--- config.mk ---
export PLATFORM = sky130hd
export DESIGN_NAME = matrix_print_sequencer
export DESIGN_NICKNAME = d
export VERILOG_FILES = /design/src/rtl/matrix_print_sequencer_pkg.sv /design/src/rtl/matrix_print_sequencer_addr_walker.sv /design/src/rtl/matrix_print_sequencer.sv
export SDC_FILE = /design/constraint.sdc
export NUM_CORES = 1
export LEC_CHECK = 0
export ABC_AREA = 1
export CORE_ASPECT_RATIO = 1.75
export CORE_UTILIZATION = 30
export CTS_CLUSTER_SIZE = 14
export DETAILED_ROUTE_END_ITERATION = 10
export SETUP_SLACK_MARGIN = 0.05
export SKIP_CTS_REPAIR_TIMING = 1
export SYNTH_ARGS = -nofsm -noshare
export SYNTH_HDL_FRONTEND = slang
export SYNTH_SLANG_ARGS = --single-unit
--- constraint.sdc ---
create_clock -name clk -period 1.48 [get_ports clk]
set_input_delay 0.296 -clock clk [delete_from_list [all_inputs] [get_ports clk]]
set_output_delay 0.296 -clock clk [all_outputs]
set_load 0.005 [all_outputs]
--- src/rtl/matrix_print_sequencer_pkg.sv ---
// Shared encodings for the matrix print sequencer: FSM states, token types, default size limit.
// Optional feature macro used by the top: PRINT_HEADER_EN.
package matrix_print_sequencer_pkg;

   localparam int MAX_DIM_DEF = 5;

   typedef enum logic [2:0] {
      PS_IDLE   = 3'd0,
      PS_LOOKUP = 3'd1,
      PS_HEADER = 3'd2,
      PS_WAIT   = 3'd3,
      PS_SEND   = 3'd4,
      PS_SEP    = 3'd5,
      PS_DONE   = 3'd6
   } ps_state_t;

   localparam logic [1:0] TOK_ELEM   = 2'd0;
   localparam logic [1:0] TOK_COLSEP = 2'd1;
   localparam logic [1:0] TOK_ROWEND = 2'd2;
   localparam logic [1:0] TOK_HDR    = 2'd3;

endpackage

--- src/rtl/matrix_print_sequencer_addr_walker.sv ---
// Row-major row/col counters for the print sequencer, with last-column / last-row flags.
module matrix_print_sequencer_addr_walker #(
   parameter int DIM_W = 4
) (
   input  logic             clk,
   input  logic             rst_n,
   input  logic             clear,
   input  logic             col_inc,
   input  logic             row_inc,
   input  logic [DIM_W-1:0] m,
   input  logic [DIM_W-1:0] n,
   output logic [DIM_W-1:0] row,
   output logic [DIM_W-1:0] col,
   output logic             last_col,
   output logic             last_row
);

   logic [DIM_W-1:0] row_reg;
   logic [DIM_W-1:0] col_reg;

   always_ff @(posedge clk or negedge rst_n) begin
      if (!rst_n) begin
         row_reg <= '0;
         col_reg <= '0;
      end else if (clear) begin
         row_reg <= '0;
         col_reg <= '0;
      end else if (row_inc) begin
         row_reg <= row_reg + DIM_W'(1);
         col_reg <= '0;
      end else if (col_inc) begin
         col_reg <= col_reg + DIM_W'(1);
      end
   end

   assign row      = row_reg;
   assign col      = col_reg;
   assign last_col = (col_reg == n - DIM_W'(1));
   assign last_row = (row_reg == m - DIM_W'(1));

endmodule

--- src/rtl/matrix_print_sequencer.sv ---
// Walks one matrix row-major over memory port A and emits element/separator tokens.
// Optional header token (type 3, {m,n}) is built when PRINT_HEADER_EN is defined.
module matrix_print_sequencer
   import matrix_print_sequencer_pkg::*;
#(
   parameter int ID_W     = 7,
   parameter int DIM_W    = 4,
   parameter int DATA_W   = 32,
   parameter int MAX_DIM  = MAX_DIM_DEF,
   parameter int READ_LAT = 1
) (
   input  logic              clk,
   input  logic              rst_n,
   input  logic              print_req,
   input  logic [3:0]        print_mode,
   input  logic [ID_W-1:0]   print_target_id,
   input  logic [DIM_W-1:0]  meta_m,
   input  logic [DIM_W-1:0]  meta_n,
   input  logic              meta_valid,
   input  logic [DATA_W-1:0] mem_data_a,
   output logic              printer_active,
   output logic [ID_W-1:0]   printer_id,
   output logic [DIM_W-1:0]  printer_row,
   output logic [DIM_W-1:0]  printer_col,
   output logic              tok_valid,
   input  logic              tok_ready,
   output logic [1:0]        tok_type,
   output logic [DATA_W-1:0] tok_data,
   output logic [3:0]        tok_mode,
   output logic              busy,
   output logic              done,
   output logic              err
);

   localparam logic [DIM_W-1:0] DIM_MAX = DIM_W'(MAX_DIM);
   // WAIT holds READ_LAT+1 cycles: one for the registered address to reach the RAM, READ_LAT for its output.
   localparam logic [1:0] LAT_CNT = 2'(READ_LAT);
`ifdef PRINT_HEADER_EN
   localparam ps_state_t FIRST_STATE = PS_HEADER;
`else
   localparam ps_state_t FIRST_STATE = PS_WAIT;
`endif

   ps_state_t         state_reg, state_next;
   logic [ID_W-1:0]   id_reg;
   logic [3:0]        mode_reg;
   logic [DIM_W-1:0]  m_reg, n_reg;
   logic              err_reg;
   logic [DATA_W-1:0] data_reg;
   logic [1:0]        wait_cnt_reg;

   logic meta_bad;
   logic walk_clear, walk_col_inc, walk_row_inc;
   logic last_col, last_row;

   assign meta_bad = !meta_valid || (meta_m == '0) || (meta_n == '0) ||
                     (meta_m > DIM_MAX) || (meta_n > DIM_MAX);

   matrix_print_sequencer_addr_walker #(.DIM_W(DIM_W)) u_walker (
      .clk      (clk),
      .rst_n    (rst_n),
      .clear    (walk_clear),
      .col_inc  (walk_col_inc),
      .row_inc  (walk_row_inc),
      .m        (m_reg),
      .n        (n_reg),
      .row      (printer_row),
      .col      (printer_col),
      .last_col (last_col),
      .last_row (last_row)
   );

   always_ff @(posedge clk or negedge rst_n) begin
      if (!rst_n) begin
         state_reg <= PS_IDLE;
      end else begin
         state_reg <= state_next;
      end
   end

   always_comb begin
      state_next = state_reg;
      case (state_reg)
         PS_IDLE:   if (print_req) state_next = PS_LOOKUP;
         PS_LOOKUP: state_next = meta_bad ? PS_DONE : FIRST_STATE;
`ifdef PRINT_HEADER_EN
         PS_HEADER: if (tok_ready) state_next = PS_WAIT;
`endif
         PS_WAIT:   if (wait_cnt_reg == LAT_CNT) state_next = PS_SEND;
         PS_SEND:   if (tok_ready) state_next = PS_SEP;
         PS_SEP:    if (tok_ready) state_next = (last_col && last_row) ? PS_DONE : PS_WAIT;
         PS_DONE:   state_next = PS_IDLE;
         default:   state_next = PS_IDLE;
      endcase
   end

   always_comb begin
      tok_valid      = 1'b0;
      tok_type       = TOK_ELEM;
      tok_data       = '0;
      printer_active = 1'b0;
      busy           = 1'b1;
      done           = 1'b0;
      err            = 1'b0;
      walk_clear     = 1'b0;
      walk_col_inc   = 1'b0;
      walk_row_inc   = 1'b0;
      case (state_reg)
         PS_IDLE: busy = 1'b0;
         PS_LOOKUP: begin
            printer_active = 1'b1;
            walk_clear     = 1'b1;
         end
`ifdef PRINT_HEADER_EN
         PS_HEADER: begin
            printer_active = 1'b1;
            tok_valid      = 1'b1;
            tok_type       = TOK_HDR;
            tok_data       = DATA_W'({m_reg, n_reg});
         end
`endif
         PS_WAIT: printer_active = 1'b1;
         PS_SEND: begin
            printer_active = 1'b1;
            tok_valid      = 1'b1;
            tok_type       = TOK_ELEM;
            tok_data       = data_reg;
         end
         PS_SEP: begin
            printer_active = 1'b1;
            tok_valid      = 1'b1;
            tok_type       = last_col ? TOK_ROWEND : TOK_COLSEP;
            walk_col_inc   = tok_ready && !last_col;
            walk_row_inc   = tok_ready && last_col && !last_row;
         end
         PS_DONE: begin
            done = 1'b1;
            err  = err_reg;
         end
         default: busy = 1'b0;
      endcase
   end

   always_ff @(posedge clk or negedge rst_n) begin
      if (!rst_n) begin
         id_reg       <= '0;
         mode_reg     <= '0;
         m_reg        <= '0;
         n_reg        <= '0;
         err_reg      <= 1'b0;
         data_reg     <= '0;
         wait_cnt_reg <= '0;
      end else begin
         if (state_reg == PS_IDLE && print_req) begin
            id_reg   <= print_target_id;
            mode_reg <= print_mode;
            err_reg  <= 1'b0;
         end
         if (state_reg == PS_LOOKUP) begin
            m_reg   <= meta_m;
            n_reg   <= meta_n;
            err_reg <= meta_bad;
         end
         if (state_reg == PS_WAIT) begin
            wait_cnt_reg <= wait_cnt_reg + 2'd1;
            if (wait_cnt_reg == LAT_CNT) data_reg <= mem_data_a;
         end else begin
            wait_cnt_reg <= '0;
         end
      end
   end

   assign printer_id = id_reg;
   assign tok_mode   = mode_reg;

endmodule

* Yosys cells after proc, flatten, opt, wreduce, memory -nomap -nowiden
Index checks and enable logic that the tools add are counted.
Word-level totals: register bits after elaboration 65, latch bits 0, RAM bits 0, bits in read-only memories 0, bits of input ports 56, output and inout bits 58, memories 0
Cells by class: add/subtract/negate cells 5, $mul 0, divide/modulo/power cells 0, magnitude comparators 2, equality and inequality tests 12, shift-type cells 0, mux-type cells 26, bitwise operators 0, reduce and logical (&&, ||, !) cells 23
Operators by type and width (count):
- two-way mux 32 bit | 1
- two-way mux 4 bit | 5
- two-way mux 3 bit | 6
- case mux 3 bit (5 select lines) | 1
- two-way mux 1 bit | 10
- equality test 3 bit (second input constant) | 3
- adder 4 x 1 -> 4 bit (second input constant) | 2
- equality test 4 bit | 2
- greater-than comparator 4 x 3 -> 1 bit (second input constant) | 2
- zero test 4 bit | 2
- != test 2 bit (second input constant) | 4
- subtractor 4 x 1 -> 4 bit (second input constant) | 2
- two-way mux 2 bit | 3
- logical AND 1 bit | 5
- OR reduction 5 bit | 1
- logical OR 1 bit | 4
- AND reduction 4 bit | 1
- nonzero test 2 bit | 2
- OR reduction 4 bit | 1
- equality test 3 x 1 -> 1 bit (second input constant) | 1
- equality test 3 x 2 -> 1 bit (second input constant) | 1
- zero test 1 bit | 3
- zero test 3 bit | 1
- nonzero test 3 bit | 1
- 4 further kinds | 4

* Depth between registers and ports, before layout
Gate-level depths: netlist (run 1).
word-level depth 8, gate-level depth with buffers 14

* Modules after synthesis
From an unflattened synthesis (run 1), not the netlist that was laid out.
Second synthesis, totals: cell total of the unflattened synthesis 430, area, all modules 3459.6 µm²
By module, submodules not included:
- matrix_print_sequencer | times used 1, cells each 319, area each 2796.4 µm², sequential area each 1426.4 µm²
- matrix_print_sequencer_addr_walker | times used 1, cells each 111, area each 663.1 µm², sequential area each 200.2 µm²

* Least setup slack after synthesis (run 1)
Ideal clock, no wire load.
path type flip-flop to flip-flop, start reg n_reg[0], end reg u_walker.row_reg[2] (netlist: u_walker.row[2]), arrival 1.463 ns, setup slack -0.100 ns, stages on the path, launching flop included 13, path buffers 0, period minus slack after synthesis 1.580 ns, path through dfrtp_1 > inv_1 > ha_1 > nand2_1 > nand2_1 > nor2_2 > nand3_2 > nor2_4 > nand2_2 > nor2_4 > inv_2 > nand3_1 > nand2_1
On the way: longest elaborated chain between the ends 6
Ends and longest elaborated chain:
- start: declaration | RTL line matrix_print_sequencer.sv:47 | logic [DIM_W-1:0] m_reg, n_reg;
- start signal: assignment | RTL line matrix_print_sequencer.sv:161 | n_reg <= meta_n;
- subtractor 4 x 1 -> 4 bit | RTL line matrix_print_sequencer_addr_walker.sv:38 | assign last_col = (col_reg == n - DIM_W'(1));
- equality test 4 bit | RTL line matrix_print_sequencer_addr_walker.sv:38
- logical AND 1 bit (2 in series) | RTL line matrix_print_sequencer.sv:134 | walk_row_inc = tok_ready && last_col && !last_row;
- two-way mux 1 bit | RTL line matrix_print_sequencer.sv:108 | case (state_reg)
- nonzero test 2 bit (no line)
- end signal: assignment | RTL line matrix_print_sequencer_addr_walker.sv:29 | row_reg <= row_reg + DIM_W'(1);
- end: declaration | RTL line matrix_print_sequencer_addr_walker.sv:18 | logic [DIM_W-1:0] row_reg;
No other way between the ends. A chain may end at the register's enable or synchronous reset.

* Worst setup path in the final report (run 1)
start reg n_reg[1], end out tok_type[1]
On the way: longest elaborated chain between the ends 4
Ends and longest elaborated chain:
- subtractor 4 x 1 -> 4 bit | RTL line matrix_print_sequencer_addr_walker.sv:38
- equality test 4 bit | RTL line matrix_print_sequencer_addr_walker.sv:38
- two-way mux 2 bit | RTL line matrix_print_sequencer.sv:132 | tok_type = last_col ? TOK_ROWEND : TOK_COLSEP;
- two-way mux 2 bit | RTL line matrix_print_sequencer.sv:108
- end: declaration | RTL line matrix_print_sequencer.sv:27 | output logic [1:0] tok_type,
No other way between the ends.

==> results.json, run 1 <==
{
  "tightest_slew_ps": 356,
  "r2r_cells": 15,
  "met1Wirelength_mm": 4.04,
  "end_kind": "output port",
  "start_util": 0.313,
  "synth_top_area_share": 0.502,
  "rr_endpoint": "u_walker.row[2]",
  "crit_buf_inv": 5,
  "ys.flop_type": "dfrtp_1",
  "finalHoldViolations": 35,
  "ys_top_cells_by_area": "dfrtp_1 50%, nand2_1 11%, nor2_1 9.7%, inv_1 7.8%, a21oi_1 5.3%",
  "rrSetupSlack_ps": -470,
  "finalCriticalPeriod_ps": 2070,
  "track_usage": 0.163,
  "die-height_um": 139,
  "synth.most_common_cell": "nand2_1",
  "syn_inst": 426,
  "route.detailed.drc": 0,
  "final_antenna_net_count": 0,
  "clkSinkCount": 65,
  "vdd_ir_drop_max_uv": 990,
  "grt_pass1_wl_mm": 14.3,
  "drt_iter0_markers": 75,
  "fmax_ghz": 0.484,
  "fin_tns_setup_ps": -25380,
  "diodes": 0,
  "maxCapViolCount": 0,
  "fill_cells": 887,
  "violations": "negative hold slack, negative setup slack",
  "synthToLayoutAreaGrowth_pct": 98.4,
  "power_per_cell_area_nw_per_um2": 1820,
  "vias": 3564,
  "cp_cell_sequence": "inv_2, ha_4, inv_2, nand2_2, nand2_2, nor2_4, nand3_2, nor2_4, buf_6, nand2_4, inv_2, clkbuf_2",
  "post-route-period-util": 1.40,
  "start_kind": "register",
  "status": "complete, but fails checks",
  "ys_seq_elements": 65,
  "highest_layer": "met4",
  "antenna_found_initial": 0,
  "cp_slowest_stage_delay_ps": 360,
  "swShare": 0.373,
  "slew_violations": 0,
  "syn_area_per_cell_sq_um": 7.60,
  "synth-edff-count": 0,
  "largest_register_ffs": 32,
  "leakagePower_nw": 3.41,
  "syn-num-nets": 487,
  "internal_power_mw": 7.32,
  "core_area_sq_um": 10400,
  "seqPwrFrac": 0.253,
  "holdWs_ps": -14.6,
  "ys_top_cells_by_count": "93 x nand2_1, 84 x nor2_1, 67 x inv_1, 65 x dfrtp_1, 34 x a21oi_1",
  "p_clk_frac": 0.185,
  "ioPinCount": 114,
  "worstSetupPathType": "reg -> out",
  "port_buffers": 113,
  "cts_root_buffer": "clkbuf_16",
  "arrival_ps": 1770,
  "route.met3.wl_um": 424,
  "final_nets": 707,
  "grt_max_degree": 66,
  "rsz0062_at_grt": "true",
  "cts-buffers-inserted": 9,
  "htreeDepth": 3,
  "die_w_um": 80.5,
  "cts_buffer_depth": 2,
  "die_area_sq_um": 11200,
  "route.met2.wl_mm": 6.35,
  "cp_common_cell": "inv_2",
  "finalWeightedCongestion": 0.797,
  "crit_fanout": 2,
  "avgViaCountPerCell": 4.58,
  "yosys_warnings": 0,
  "fin_util": 0.620,
  "combPwrFrac": 0.562,
  "async_reset_ff_frac": 1.00,
  "final_layout_size_suffix_gt1_frac": 0.445,
  "num_rows": 49,
  "grt_pass1_vias": 3197,
  "wire_per_inst_um": 14.4,
  "wirelength_mm": 11.2,
  "synthDistinctLibCells": 29,
  "skew_ps": 5.77,
  "p_switching_mw": 4.35,
  "syn-cell-area_sq_um": 3240,
  "yosysSeqAreaShare": 0.502,
  "path_delay_family": "simple AND/OR/NAND/NOR gates",
  "synth_area_leader_cell": "dfrtp_1",
  "insertion_delay_ps": 320,
  "place_hpwl_mm": 6.45,
  "setup_violations": 91,
  "clkTransAtPathRegs_ps": 50,
  "hp-class": "in -> async",
  "fin_ws_ps": -587,
  "slowest_stage": "dfrtp_1",
  "cts_tree": "built",
  "r2r-start": "n_reg[1]",
  "drt-pass1-iter-count": 4,
  "worstPathRequired_ps": 1180,
  "relSlewSlack": 0.763,
  "grt_overflow_total": 0
}
[worst max-delay path by stage]
stage	to	start	cells past startpoint
floorplan	u_walker.row[2]	n_reg[0]	13
global placement	tok_type[1]	n_reg[1]	11
detailed placement	tok_type[1]	n_reg[1]	11
CTS	tok_type[1]	n_reg[1]	11
global route	tok_type[1]	n_reg[1]	11
finish	tok_type[1]	n_reg[1]	12
[final cells by class]
cell class | count | area, sq um | share of cell area
multi-input cells | 273 | 1860 | 0.290
repair buffers | 224 | 2190 | 0.340
inverters | 73 | 279 | 0.0434
clock buffers | 14 | 274 | 0.0427
well taps | 127 | 159 | 0.0247
flip-flops and latches | 65 | 1630 | 0.253
clock inverters | 2 | 35.0 | 0.00545
[through the flow]
stage               cells  setup WS, ps  power, mW  area (sq um)
finish                778          -587       11.7          6420
global placement      701          -482       7.36          4910
floorplan             426         -43.1       5.11          3260
detailed placement    701          -546       7.46          4910
CTS                   717          -896       9.67          5220
global route          778          -686       12.4          6420
[metal layers]
layer  global-route usage  vias to the layer above
met3               0.0262                       30
met2                0.296                       93
met1                0.180                     1696
li1                     -                     1745
met5                    0                        -
met4               0.0752                        0
[logic make-up (layout without fill, tap and decap cells)]
group / after synthesis / count (layout) / share of synthesized area
adders and majority gates: 5 / 5 / 0.0193
xor gates and xnor gates: 4 / 4 / 0.0108
AOI/OAI and AO/OA: 50 / 50 / 0.0800
and+or+nand+nor: 214 / 214 / 0.282
DFF: 65 / 65 / 0.502
buffers and inverters: 88 / 313 / 0.105
[power by group through the flow]
stage	registers, mW	clock network [mW]	logic (mW)
3_5_place_dp	2.92	0	4.54
5_1_grt	3.04	2.29	7.10
3_3_place_gp	2.90	0	4.46
4_1_cts	2.89	2.20	4.58
2_1_floorplan	2.88	0	2.23
6_report	2.95	2.16	6.55
[cells in the final DEF (no fill, tap or decap), types with 6 or more instances in the layout]
| cell | n |
|---|---|
| dlymetal6s2s_1 | 16 |
| inv_2 | 10 |
| clkbuf_2 | 11 |
| dfrtp_1 | 64 |
| a21oi_2 | 16 |
| clkdlybuf4s50_1 | 54 |
| a21oi_1 | 17 |
| buf_4 | 51 |
| o21ai_1 | 6 |
| nor2_4 | 45 |
| nand2_1 | 82 |
| buf_6 | 49 |
| nand2_2 | 8 |
| inv_1 | 61 |
| buf_2 | 29 |
| nand3_2 | 7 |
| nand3_1 | 13 |
| clkbuf_16 | 16 |
| nor2_1 | 30 |
| buf_12 | 6 |
| nor2_2 | 12 |
[worst reg2reg max path, stage by stage (launching register included)]
cell     delay (ps)
dfrtp_1         360
inv_2            60
ha_4            260
inv_2            30
nand2_2          50
nand2_2          60
nor2_4          110
nand3_2          90
nor2_4          140
buf_6           110
nand2_4          40
buf_4           150
nor2_4          170
inv_2            90
nand3_2          60
nand2_1          50
(Power assumes the default switching activity.)
==> run 2, diff against run 1 <==
Settings changed: SKIP_LAST_GASP from default to 1, TNS_END_PERCENT from default to 5.
==> run 2 against run 1 <==
Effect of this change: the flow still finishes with violations (negative hold slack, negative setup slack); total power shrank 15%; global-route usage grew 0.31 points; maximum frequency grew 1.0%; final area shrank 16%; sequential share of layout area grew 5.0 points; sequential cell count is the same; routed wire length shrank 18%; sequential power shrank 2%; critical endpoint is now tok_data[17].
==> results.json, run 2 (same netlist as run 1, synthesis figures left out) <==
{
  "diodes": 0,
  "final_antenna_net_count": 0,
  "arrival_ps": 1750,
  "cts-buffers-inserted": 9,
  "post-route-period-util": 1.38,
  "die_area_sq_um": 11200,
  "tightest_slew_ps": 350,
  "setup_violations": 61,
  "final_nets": 652,
  "finalHoldViolations": 34,
  "r2r-start": "n_reg[1]",
  "htreeDepth": 3,
  "p_total_mw": 9.95,
  "core_area_sq_um": 10400,
  "rr_endpoint": "state_reg[0]",
  "vdd_ir_drop_max_uv": 735,
  "finalCriticalPeriod_ps": 2050,
  "grt_overflow_total": 0,
  "leakagePower_nw": 3.04,
  "largest_register_ffs": 32,
  "violations": "negative hold slack, negative setup slack",
  "skew_ps": 6.05,
  "avgViaCountPerCell": 4.47,
  "ioPinCount": 114,
  "final_layout_size_suffix_gt1_frac": 0.180,
  "grt_pass1_wl_mm": 14.3,
  "status": "complete, but fails checks",
  "rsz0062_at_grt": "true",
  "antenna_found_initial": 0,
  "hp-class": "in -> async",
  "port_buffers": 113,
  "rrSetupSlack_ps": -400,
  "die_w_um": 80.5,
  "finalWeightedCongestion": 0.807,
  "worstPathRequired_ps": 1180,
  "fill_cells": 1028,
  "final_common_cell": "nand2_1",
  "clkSinkCount": 65,
  "relSlewSlack": 0.766,
  "holdWs_ps": -21.6,
  "place_hpwl_mm": 6.60,
  "slew_violations": 0,
  "cts_buffer_depth": 2,
  "startpoint": "state_reg[0]",
  "end_kind": "output port",
  "r2r_cells": 16,
  "die-height_um": 139,
  "cts_tree": "built",
  "track_usage": 0.166,
  "wirelength_mm": 9.23,
  "maxCapViolCount": 0,
  "grt_max_degree": 66,
  "start_kind": "register",
  "fmax_ghz": 0.489,
  "grt_pass1_vias": 3153,
  "layout_common_cells": "90 x nand2_1, 86 x clkdlybuf4s50_1, 79 x nor2_1",
  "insertion_delay_ps": 330,
  "power_per_cell_area_nw_per_um2": 1850,
  "crit_fanout": 10,
  "drt_iter0_markers": 105,
  "drt-pass1-iter-count": 4,
  "vias": 3230,
  "start_util": 0.313,
  "synthToLayoutAreaGrowth_pct": 65.8,
  "clkTransAtPathRegs_ps": 50,
  "fin_ws_ps": -565,
  "cts_root_buffer": "clkbuf_16",
  "num_rows": 49,
  "route.detailed.drc": 0,
  "worstSetupPathType": "reg -> out",
  "wire_per_inst_um": 12.8,
  "dp.cells": 699,
  "final_cells": 723
}
run 2: layer usage:
| layer | global-route usage | part of all wire |
|---|---|---|
| met4 | 0.0677 | 0.022 |
| met3 | 0.0295 | 0.031 |
| met1 | 0.178 | 0.37 |
| met5 | 0 | 0 |
| met2 | 0.310 | 0.57 |
run 2: where the power goes:
part / leakage (nW) / total (mW) / internal, mW / switching (mW)
clock network: 0.152 / 2.26 / 1.47 / 0.786
registers: 0.791 / 2.89 / 2.57 / 0.330
logic: 2.10 / 4.80 / 2.44 / 2.36
run 2: how the worst max path moves through the flow:
stage / end / cells past startpoint / slack [ps]
after floorplan: u_walker.row[2] / 13 / -70
after CTS: tok_type[1] / 11 / -880
after global routing: tok_type[1] / 12 / -640
after detailed placement: tok_type[1] / 11 / -520
after global placement: tok_type[1] / 11 / -520
final: tok_data[17] / 5 / -570
run 2: critical path, cell delays in order, from the launching register on:
cell             delay, ps
dfrtp_1                390
nor2_2                 140
nand2_2                 90
buf_12                 160
nor2_1                 120
clkdlybuf4s50_1        520
run 2: per-stage QoR:
stage	instance area, sq um	setup WS, ps	TNS (ps)	utilization
6_report	5370	-565	-19570	0.518
2_1_floorplan	3240	-65.3	-296	-
5_1_grt	5370	-638	-25510	0.518
4_1_cts	5180	-876	-27350	0.500
3_3_place_gp	4870	-516	-10720	0.470
3_5_place_dp	4870	-521	-11920	0.470
run 2: cell type report:
type | count | area, sq um | share of cell area
Timing Repair Buffer | 169 | 1660 | 0.310
Sequential cell | 65 | 1630 | 0.303
Multi-Input combinational cell | 273 | 1330 | 0.247
Inverter | 73 | 274 | 0.0510
Clock buffer | 9 | 225 | 0.0419
Tap cell | 127 | 159 | 0.0296
Clock inverter | 7 | 93.8 | 0.0175
